`src/rtl/key_debouncer_pkg.sv`:
```
// Shared types and default timing constants for the push-button debouncer.
// The channel FSM state type is exported so the per-key state can be observed from the top level.
package key_debouncer_pkg;

  typedef enum logic [1:0] {
    RELEASED        = 2'd0,
    PRESS_PENDING   = 2'd1,
    PRESSED         = 2'd2,
    RELEASE_PENDING = 2'd3
  } key_state_t;

  localparam int KEY_STATE_W = $bits(key_state_t);

  // 10 ms debounce and 1 s long-press at a 50 MHz clock.
  localparam int DEFAULT_DEBOUNCE_CYCLES = 500000;
  localparam int DEFAULT_HOLD_CYCLES     = 50000000;

endpackage

```
`src/rtl/key_debounce_channel.sv`:
```
// One key channel: two-flop synchronizer, debounce FSM with its debounce counter,
// and a saturating hold counter that produces a single long-press pulse per press.
module key_debounce_channel
  import key_debouncer_pkg::*;
#(
  parameter int DEBOUNCE_CYCLES = DEFAULT_DEBOUNCE_CYCLES,
  parameter int HOLD_CYCLES     = DEFAULT_HOLD_CYCLES
) (
  input  logic       clk,
  input  logic       reset,
  input  logic       key_n,
  output logic       level,
  output logic       press,
  output logic       release_pulse,
  output logic       long_press,
  output key_state_t state
);

  localparam int DC_W = $clog2(DEBOUNCE_CYCLES + 1);
  localparam int HC_W = $clog2(HOLD_CYCLES + 1);

  localparam logic [DC_W-1:0] DC_LAST = DC_W'(DEBOUNCE_CYCLES - 1);
  localparam logic [HC_W-1:0] HC_LAST = HC_W'(HOLD_CYCLES - 1);
  localparam logic [HC_W-1:0] HC_SAT  = HC_W'(HOLD_CYCLES);

  logic            sync_meta;
  logic            sync_s;
  key_state_t      state_nxt;
  logic [DC_W-1:0] dc;
  logic [DC_W-1:0] dc_nxt;
  logic [HC_W-1:0] hc;
  logic [HC_W-1:0] hc_nxt;
  logic            hold_run;
  logic            level_nxt;
  logic            press_nxt;
  logic            release_nxt;
  logic            long_nxt;

  always_ff @(posedge clk or negedge reset) begin
    if (!reset) begin
      sync_meta <= 1'b0;
      sync_s    <= 1'b0;
    end else begin
      sync_meta <= ~key_n;
      sync_s    <= sync_meta;
    end
  end

  always_ff @(posedge clk or negedge reset) begin
    if (!reset) begin
      state         <= RELEASED;
      dc            <= '0;
      hc            <= '0;
      level         <= 1'b0;
      press         <= 1'b0;
      release_pulse <= 1'b0;
      long_press    <= 1'b0;
    end else begin
      state         <= state_nxt;
      dc            <= dc_nxt;
      hc            <= hc_nxt;
      level         <= level_nxt;
      press         <= press_nxt;
      release_pulse <= release_nxt;
      long_press    <= long_nxt;
    end
  end

  always_comb begin
    state_nxt   = state;
    dc_nxt      = dc;
    hc_nxt      = hc;
    hold_run    = 1'b0;
    level_nxt   = level;
    press_nxt   = 1'b0;
    release_nxt = 1'b0;
    long_nxt    = 1'b0;

    case (state)
      RELEASED: begin
        if (sync_s) begin
          state_nxt = PRESS_PENDING;
          dc_nxt    = '0;
        end
      end

      PRESS_PENDING: begin
        if (!sync_s) begin
          state_nxt = RELEASED;
        end else if (dc == DC_LAST) begin
          state_nxt = PRESSED;
          level_nxt = 1'b1;
          press_nxt = 1'b1;
          hc_nxt    = '0;
        end else begin
          dc_nxt = dc + 1'b1;
        end
      end

      PRESSED: begin
        hold_run = 1'b1;
        if (!sync_s) begin
          state_nxt = RELEASE_PENDING;
          dc_nxt    = '0;
        end
      end

      RELEASE_PENDING: begin
        // The accepting release edge does not count as hold time, so a long-press
        // pulse can never coincide with the release pulse.
        if (sync_s) begin
          state_nxt = PRESSED;
          hold_run  = 1'b1;
        end else if (dc == DC_LAST) begin
          state_nxt   = RELEASED;
          level_nxt   = 1'b0;
          release_nxt = 1'b1;
        end else begin
          dc_nxt   = dc + 1'b1;
          hold_run = 1'b1;
        end
      end

      default: begin
        state_nxt = RELEASED;
      end
    endcase

    // hc parks at HOLD_CYCLES after the pulse so the pulse cannot repeat.
    if (hold_run && (hc != HC_SAT)) begin
      hc_nxt   = hc + 1'b1;
      long_nxt = (hc == HC_LAST);
    end
  end

endmodule

```
`src/rtl/key_debouncer.sv`:
```
// Multi-key synchronizer/debouncer: NUM_KEYS independent channels producing a clean level
// plus registered press, release and long-press pulses. The release pulse is named
// release_pulse because release is a reserved word.
module key_debouncer
  import key_debouncer_pkg::*;
#(
  parameter int NUM_KEYS        = 4,
  parameter int DEBOUNCE_CYCLES = DEFAULT_DEBOUNCE_CYCLES,
  parameter int HOLD_CYCLES     = DEFAULT_HOLD_CYCLES
) (
  input  logic                            clk,
  input  logic                            reset,
  input  logic [NUM_KEYS-1:0]             key_n,
  output logic [NUM_KEYS-1:0]             level,
  output logic [NUM_KEYS-1:0]             press,
  output logic [NUM_KEYS-1:0]             release_pulse,
  output logic [NUM_KEYS-1:0]             long_press,
  output logic [NUM_KEYS*KEY_STATE_W-1:0] state_dbg
);

  for (genvar i = 0; i < NUM_KEYS; i++) begin : g_key
    key_state_t ch_state;

    key_debounce_channel #(
      .DEBOUNCE_CYCLES(DEBOUNCE_CYCLES),
      .HOLD_CYCLES    (HOLD_CYCLES)
    ) u_channel (
      .clk          (clk),
      .reset        (reset),
      .key_n        (key_n[i]),
      .level        (level[i]),
      .press        (press[i]),
      .release_pulse(release_pulse[i]),
      .long_press   (long_press[i]),
      .state        (ch_state)
    );

    // Channel i occupies state_dbg[i*KEY_STATE_W +: KEY_STATE_W].
    assign state_dbg[i*KEY_STATE_W +: KEY_STATE_W] = ch_state;
  end

endmodule

```
`config.mk`:
```
export PLATFORM = sky130hd
export DESIGN_NAME = key_debouncer
export DESIGN_NICKNAME = d
export VERILOG_FILES = /design/src/rtl/key_debouncer_pkg.sv /design/src/rtl/key_debounce_channel.sv /design/src/rtl/key_debouncer.sv
export SDC_FILE = /design/constraint.sdc
export NUM_CORES = 1
export LEC_CHECK = 0
export CORE_MARGIN = 4
export CORE_UTILIZATION = 59
export DETAILED_ROUTE_END_ITERATION = 16
export PLACE_DENSITY_LB_ADDON = 0.1
export SLEW_MARGIN = 20
export SYNTH_ARGS = -nofsm -noshare
export SYNTH_HDL_FRONTEND = slang
export SYNTH_HIERARCHICAL = 1
export SYNTH_SLANG_ARGS = --single-unit
```
`constraint.sdc`:
```
create_clock -name clk -period 2.7 [get_ports clk]
set_clock_uncertainty 0.1 [all_clocks]
set_input_delay 0.54 -clock clk [delete_from_list [all_inputs] [get_ports clk]]
set_output_delay 0.54 -clock clk [all_outputs]
set_load 0.05 [all_outputs]
```
### Word level (Yosys, flattened, before mapping)

Index checks and enable logic that the tools add are counted.
W data, S select, Z words.

* flip-flop bits (word level): 212
* input bits: 6
* output and inout bits: 24
* word-level logic and storage cells: 268

* add/sub/neg operators: 8
* equality and inequality tests: 56
* mux-type cells: 124
* bitwise operators: 4
* reduce and logical (&&, ||, !) cells: 40

Operators with widths (number)
* $mux W26: 16
* $mux W19: 20
* $pmux W19 S4: 4
* $add A26 B1 Y26 const B: 4
* $eq A26 B26 Y1 const B: 4
* $ne A26 B26 Y1 const B: 4
* $add A19 B1 Y19 const B: 4
* $eq A19 B19 Y1 const B: 4
* $mux W1: 48
* $mux W2: 24
* $ne A2 B1 Y1 const B: 16
* $pmux W2 S4: 4
* $reduce_and A4 Y1: 8
* $reduce_bool A2 Y1: 16
* $reduce_and A5 Y1: 4
* $eq A2 B2 Y1 const B: 8
* $ne A2 B2 Y1 const B: 8
* $pmux W1 S2: 8
* $ne A3 B1 Y1 const B: 4
* $ne A3 B3 Y1 const B: 4
* $reduce_and A3 Y1: 4
* $eq A2 B1 Y1 const B: 4
* $logic_not A2 Y1: 4
* $logic_and A1 B1 Y1: 4
* $not A1 Y1: 4

### Logic depth before layout (Yosys ltp)

Gate-level depths: netlist of the first run.

* word-level depth: 7
* mapped depth: 10
* gate-level depth less buffers: 8

### By module

Netlist of the first run, hierarchy kept.

Modules (own cells, without submodules)
* key_debounce_channel (g_key[0].u_channel ...): times used 2, cells each 313, area each 2796.4 µm², seq. area each 1326.3 µm²
* key_debounce_channel (g_key[1].u_channel): times used 1, cells each 331, area each 3072.9 µm², seq. area each 1326.3 µm²
* key_debounce_channel (g_key[3].u_channel): times used 1, cells each 320, area each 2911.5 µm², seq. area each 1326.3 µm²

### Worst setup path before layout of the first run

Ideal clock, no wire load.

* kind: register -> register
* from: register (tool-made name)
* to: register g_key[3].u_channel.dc[17]
* setup time: 0.079 ns
* arrival: 2.209 ns
* data required time: 2.521 ns
* path slack: 0.312 ns
* cell stages (with the launch flop): 7
* path buffers: 0
* clock period less this slack: 2.388 ns
* path through: dfrtp_1 -> xnor2_1 -> nor3b_1 -> nand2_1 -> or4_1 -> or3_1 -> a21oi_1

RTL lines
* end signal: assignment: line key_debounce_channel.sv:60 `dc <= dc_nxt;`
* end: declaration: line key_debounce_channel.sv:29 `logic [DC_W-1:0] dc;`

### Worst setup path after layout of the first run

* from: register g_key[3].u_channel.hc[0]
* to: register g_key[3].u_channel.hc[9]

* cells in the longest elaborated chain, start to end: 4
* elaborated cells on any way between the ends: 8
* those cells by class: 1 x add/sub; 1 x eq/ne; 1 x mux; 5 x reduce/logical

Ends and longest elaborated chain
* start: declaration: line key_debounce_channel.sv:31 `logic [HC_W-1:0] hc;`
* start signal: assignment: line key_debounce_channel.sv:61 `hc <= hc_nxt;`
* parallel branches: the longest is 4 deep, another holds $add A26 B1 Y26

Parallel ways; which one is timed is not known.
A chain may end at the register's enable or synchronous reset.

==> results of run 1 <==
## through the flow
stage	hold slack [ns]	power (µW)	instances	cell area (µm²)	setup TNS, ns
global placement	0.231	3540	1579	12500	0
floorplan	0.144	3400	1277	11600	0
global route	0.263	7100	1624	13400	0
finish	0.251	6840	1624	13400	0
CTS	0.250	6910	1624	13400	0
detailed placement	0.237	3540	1579	12500	-0.597
## worst reg2reg max path: cells and delay by family, from the launching register on
kind                     cells  cell delay, ns
AO/OA/AOI/OAI                3            0.74
buffers and inverters        1            0.08
flip-flops                   1            0.43
adder cells (fa/ha/maj)      1            0.14
AND/OR/NAND/NOR              3            0.96
## final cells by class
type,count,area (µm²)
inverters,45,169
well taps,260,325
clock buffers,34,699
repair buffers,102,883
fillers,1524,5640
clock inverters,10,130
flip-flops and latches,212,5310
multi-input cells,961,5860
## worst paths after layout
| path | to | slack (ns) | from | cells after the start |
|---|---|---|---|---|
| max | g_key[3].u_channel/hc[9] | 0.15 | g_key[3].u_channel/hc[0] | 8 |
| min | g_key[0].u_channel/sync_s | 0.25 | g_key[0].u_channel/sync_meta | 0 |
| max reg2reg | g_key[3].u_channel/hc[9] | 0.15 | g_key[3].u_channel/hc[0] | 8 |
| min reg2reg | g_key[0].u_channel/sync_s | 0.25 | g_key[0].u_channel/sync_meta | 0 |
| max in group asynchronous | g_key[3].u_channel/dc[14] | 1.40 | reset | 3 |
| min in group asynchronous | g_key[0].u_channel/hc[7] | 0.44 | reset | 2 |
## synthesized netlist by cell type, drive strengths merged, types with 9 or more instances
| cell | count |
|---|---|
| or3 | 22 |
| and4 | 31 |
| nor4b | 10 |
| o21ai | 65 |
| xor2 | 28 |
| or4 | 9 |
| dfrtp | 212 |
| buf | 26 |
| nor4 | 24 |
| inv | 45 |
| nand4 | 46 |
| xnor2 | 24 |
| clkbuf | 33 |
| nor2 | 115 |
| ha | 12 |
| nor3 | 44 |
| a31oi | 70 |
| a22o | 17 |
| a221o | 15 |
| and3 | 26 |
| nand2 | 128 |
| a21oi | 54 |
| o31ai | 14 |
| nand2b | 13 |
| a21o | 9 |
| and2 | 15 |
| a41oi | 10 |
| nand3 | 86 |
## state kept, by name (all words and copies together), names as in the netlist, named ones only
name                           cells
g_key.u_channel/level              4
g_key.u_channel/sync_meta          4
g_key.u_channel/sync_s             4
g_key.u_channel/press              4
g_key.u_channel/long_press         4
g_key.u_channel/state              4
g_key.u_channel/dc                76
g_key.u_channel/hc               104
g_key.u_channel/release_pulse      4
## power by group through the flow
stage	Clock [µW]	Combinational [µW]	Sequential, µW
after floorplan	0	91.7	3310
after global placement	0	231	3310
after detailed placement	0	235	3310
after CTS	3420	236	3250
after global routing	3580	265	3260
final	3360	230	3250
## logic make-up after synthesis
logic type                 synth area share (%)
and+or+nand+nor                            27.9
AOI/OAI and AO/OA                          16.4
adders and majority gates                  1.30
buffers and inverters                      3.84
muxes                                     0.789
DFF                                        45.8
xor gates and xnor gates                   3.93
## layer usage
metal | part of all wire, % | GRT usage, % | vias up
met5 | 0 | 0 | -
met4 | 1.6 | 4.76 | 0
met3 | 3.7 | 3.23 | 28
met2 | 47 | 37.8 | 193
met1 | 48 | 33.7 | 4793
li1 | - | - | 4905
## repair_timing
action,in CTS,in global routing
endpoints found under the setup margin,10,1
hold buffers,1,0
hold endpoints to repair,46,0
setup buffers,0,0
gates resized for setup,1,1
==> flow_metrics.tcl, run 1 <==
set metrics [dict create \
    status "completed" \
    io_pins 30 \
    worst_path_max_delay_cell "or4_4" \
    pwr_density_cell_mw_per_mm2 511 \
    vias 9919 \
    fin_crit_ns 2.55 \
    crit_required_ns 2.99 \
    power_frac_comb_pct 3.4 \
    cp.arrival_ns 2.85 \
    final_nets 1364 \
    place.gp.congestion 0.855 \
    hpwl_um 17200 \
    wl_per_cell_um 15.6 \
    clock_sinks 212 \
    clockPowerShare_pct 49.1 \
    p_sw_uw 1450 \
    die_w_um 148 \
    rsz0062_at_grt "false" \
    synth_warnings 6 \
    setup_ws_ns 0.145 \
    n_antenna_cell 0 \
    power.share.switching_pct 21.3 \
    final_cell_mix "212 x dfrtp_1, 128 x nand2_1, 115 x nor2_1, 86 x nand3_1, 70 x a31oi_1" \
    crit_chain "inv_1, ha_1, nand4bb_1, or4_4, o41ai_4, or2_2, o21ai_2, a22o_1" \
    drtIter0Drc 600 \
    pwr-share-seq_pct 47.5 \
    tritoncts "done" \
    grt_pass1_vias 9335 \
    dr.pass1.iters 5 \
    finalHoldViolations 0 \
    ys.flop_type "dfrtp_1" \
    wirelength_um 25400 \
    worstMarginPinSlew_ns 0.804 \
    crit_path_end_kind "register" \
    rows 50 \
    htreeDepth 1 \
    initial_core_util_pct 60.9 \
    clk_pin_slew_ns 0.06 \
    antenna_found_initial 0 \
    ant_nets 0 \
    maxCapViolations 0 \
    avgSynthCellArea_um2 9.07 \
    grt_pass1_wl_um 44300 \
    die_h_um 148 \
    p_int_uw 5380 \
    syn_nets 1295 \
    avgViaCountPerCell 6.11 \
    io_buffers 29 \
    fin_util_pct 70.3 \
    fmax_mhz 391 \
    critPathLaunchType "register" \
    finalCritPeriodShare_pct 94.6 \
    dieArea_mm2 0.0219 \
    synth_top_area_cell "dfrtp_1" \
    vdd_drop_max_v 0.000525 \
    grt_util_all_layers_pct 23.2 \
    ys_types 67 \
    cp_num_buf_inv 1 \
    cts.root.buffer_cell "clkbuf_16" \
    drc 0 \
    coreArea_mm2 0.0190 \
    overflow 0 \
    netlist_area_mm2 0.0116 \
    hp-class "reg2reg" \
    final_common_cell "dfrtp_1" \
    syn_to_final_growth_pct 15.5 \
    dp_slack_ns -0.128 \
    synthTopCellsByArea "dfrtp_1 46%, nand2_1 4.2%, a31oi_1 3.8%" \
    finalMaxSlewViolations 0 \
    crit_fanout 13 \
    critPathKind "reg2reg" \
    power.leakage_uw 0.00557 \
    synth_top_area_share_pct 45.8 \
    synth-seq-area-share_pct 45.8 \
    synthArstFlopShare_pct 100 \
    grt_max_degree 52 \
    setup_viol 0 \
    critPathMaxStageDelay_ns 0.46 \
    cts_buffer_depth 3 \
    crit_family "simple AND/OR/NAND/NOR gates" \
    drive_above_1_share_pct 10.0 \
    synth-edff-count 0 \
    ys_ff_latch 212 \
    numCtsBuffers 24 \
    synth_cells 1277 \
    relSlewSlack_pct 46.2 \
    clk_latency_ns 0.51 \
]
Power figures use the tool's default switching activity.
==> run 2: changes to the inputs <==
--- a/config.mk
+++ b/config.mk
@@ -7,6 +7,7 @@
 export LEC_CHECK = 0
 export CORE_MARGIN = 4
 export CORE_UTILIZATION = 59
+export CTS_CLUSTER_SIZE = 25
 export DETAILED_ROUTE_END_ITERATION = 16
 export PLACE_DENSITY_LB_ADDON = 0.1
 export SLEW_MARGIN = 20
==> results of run 2 <==
Same layout as run 1: the final DEF is identical, and so are final timing and power.
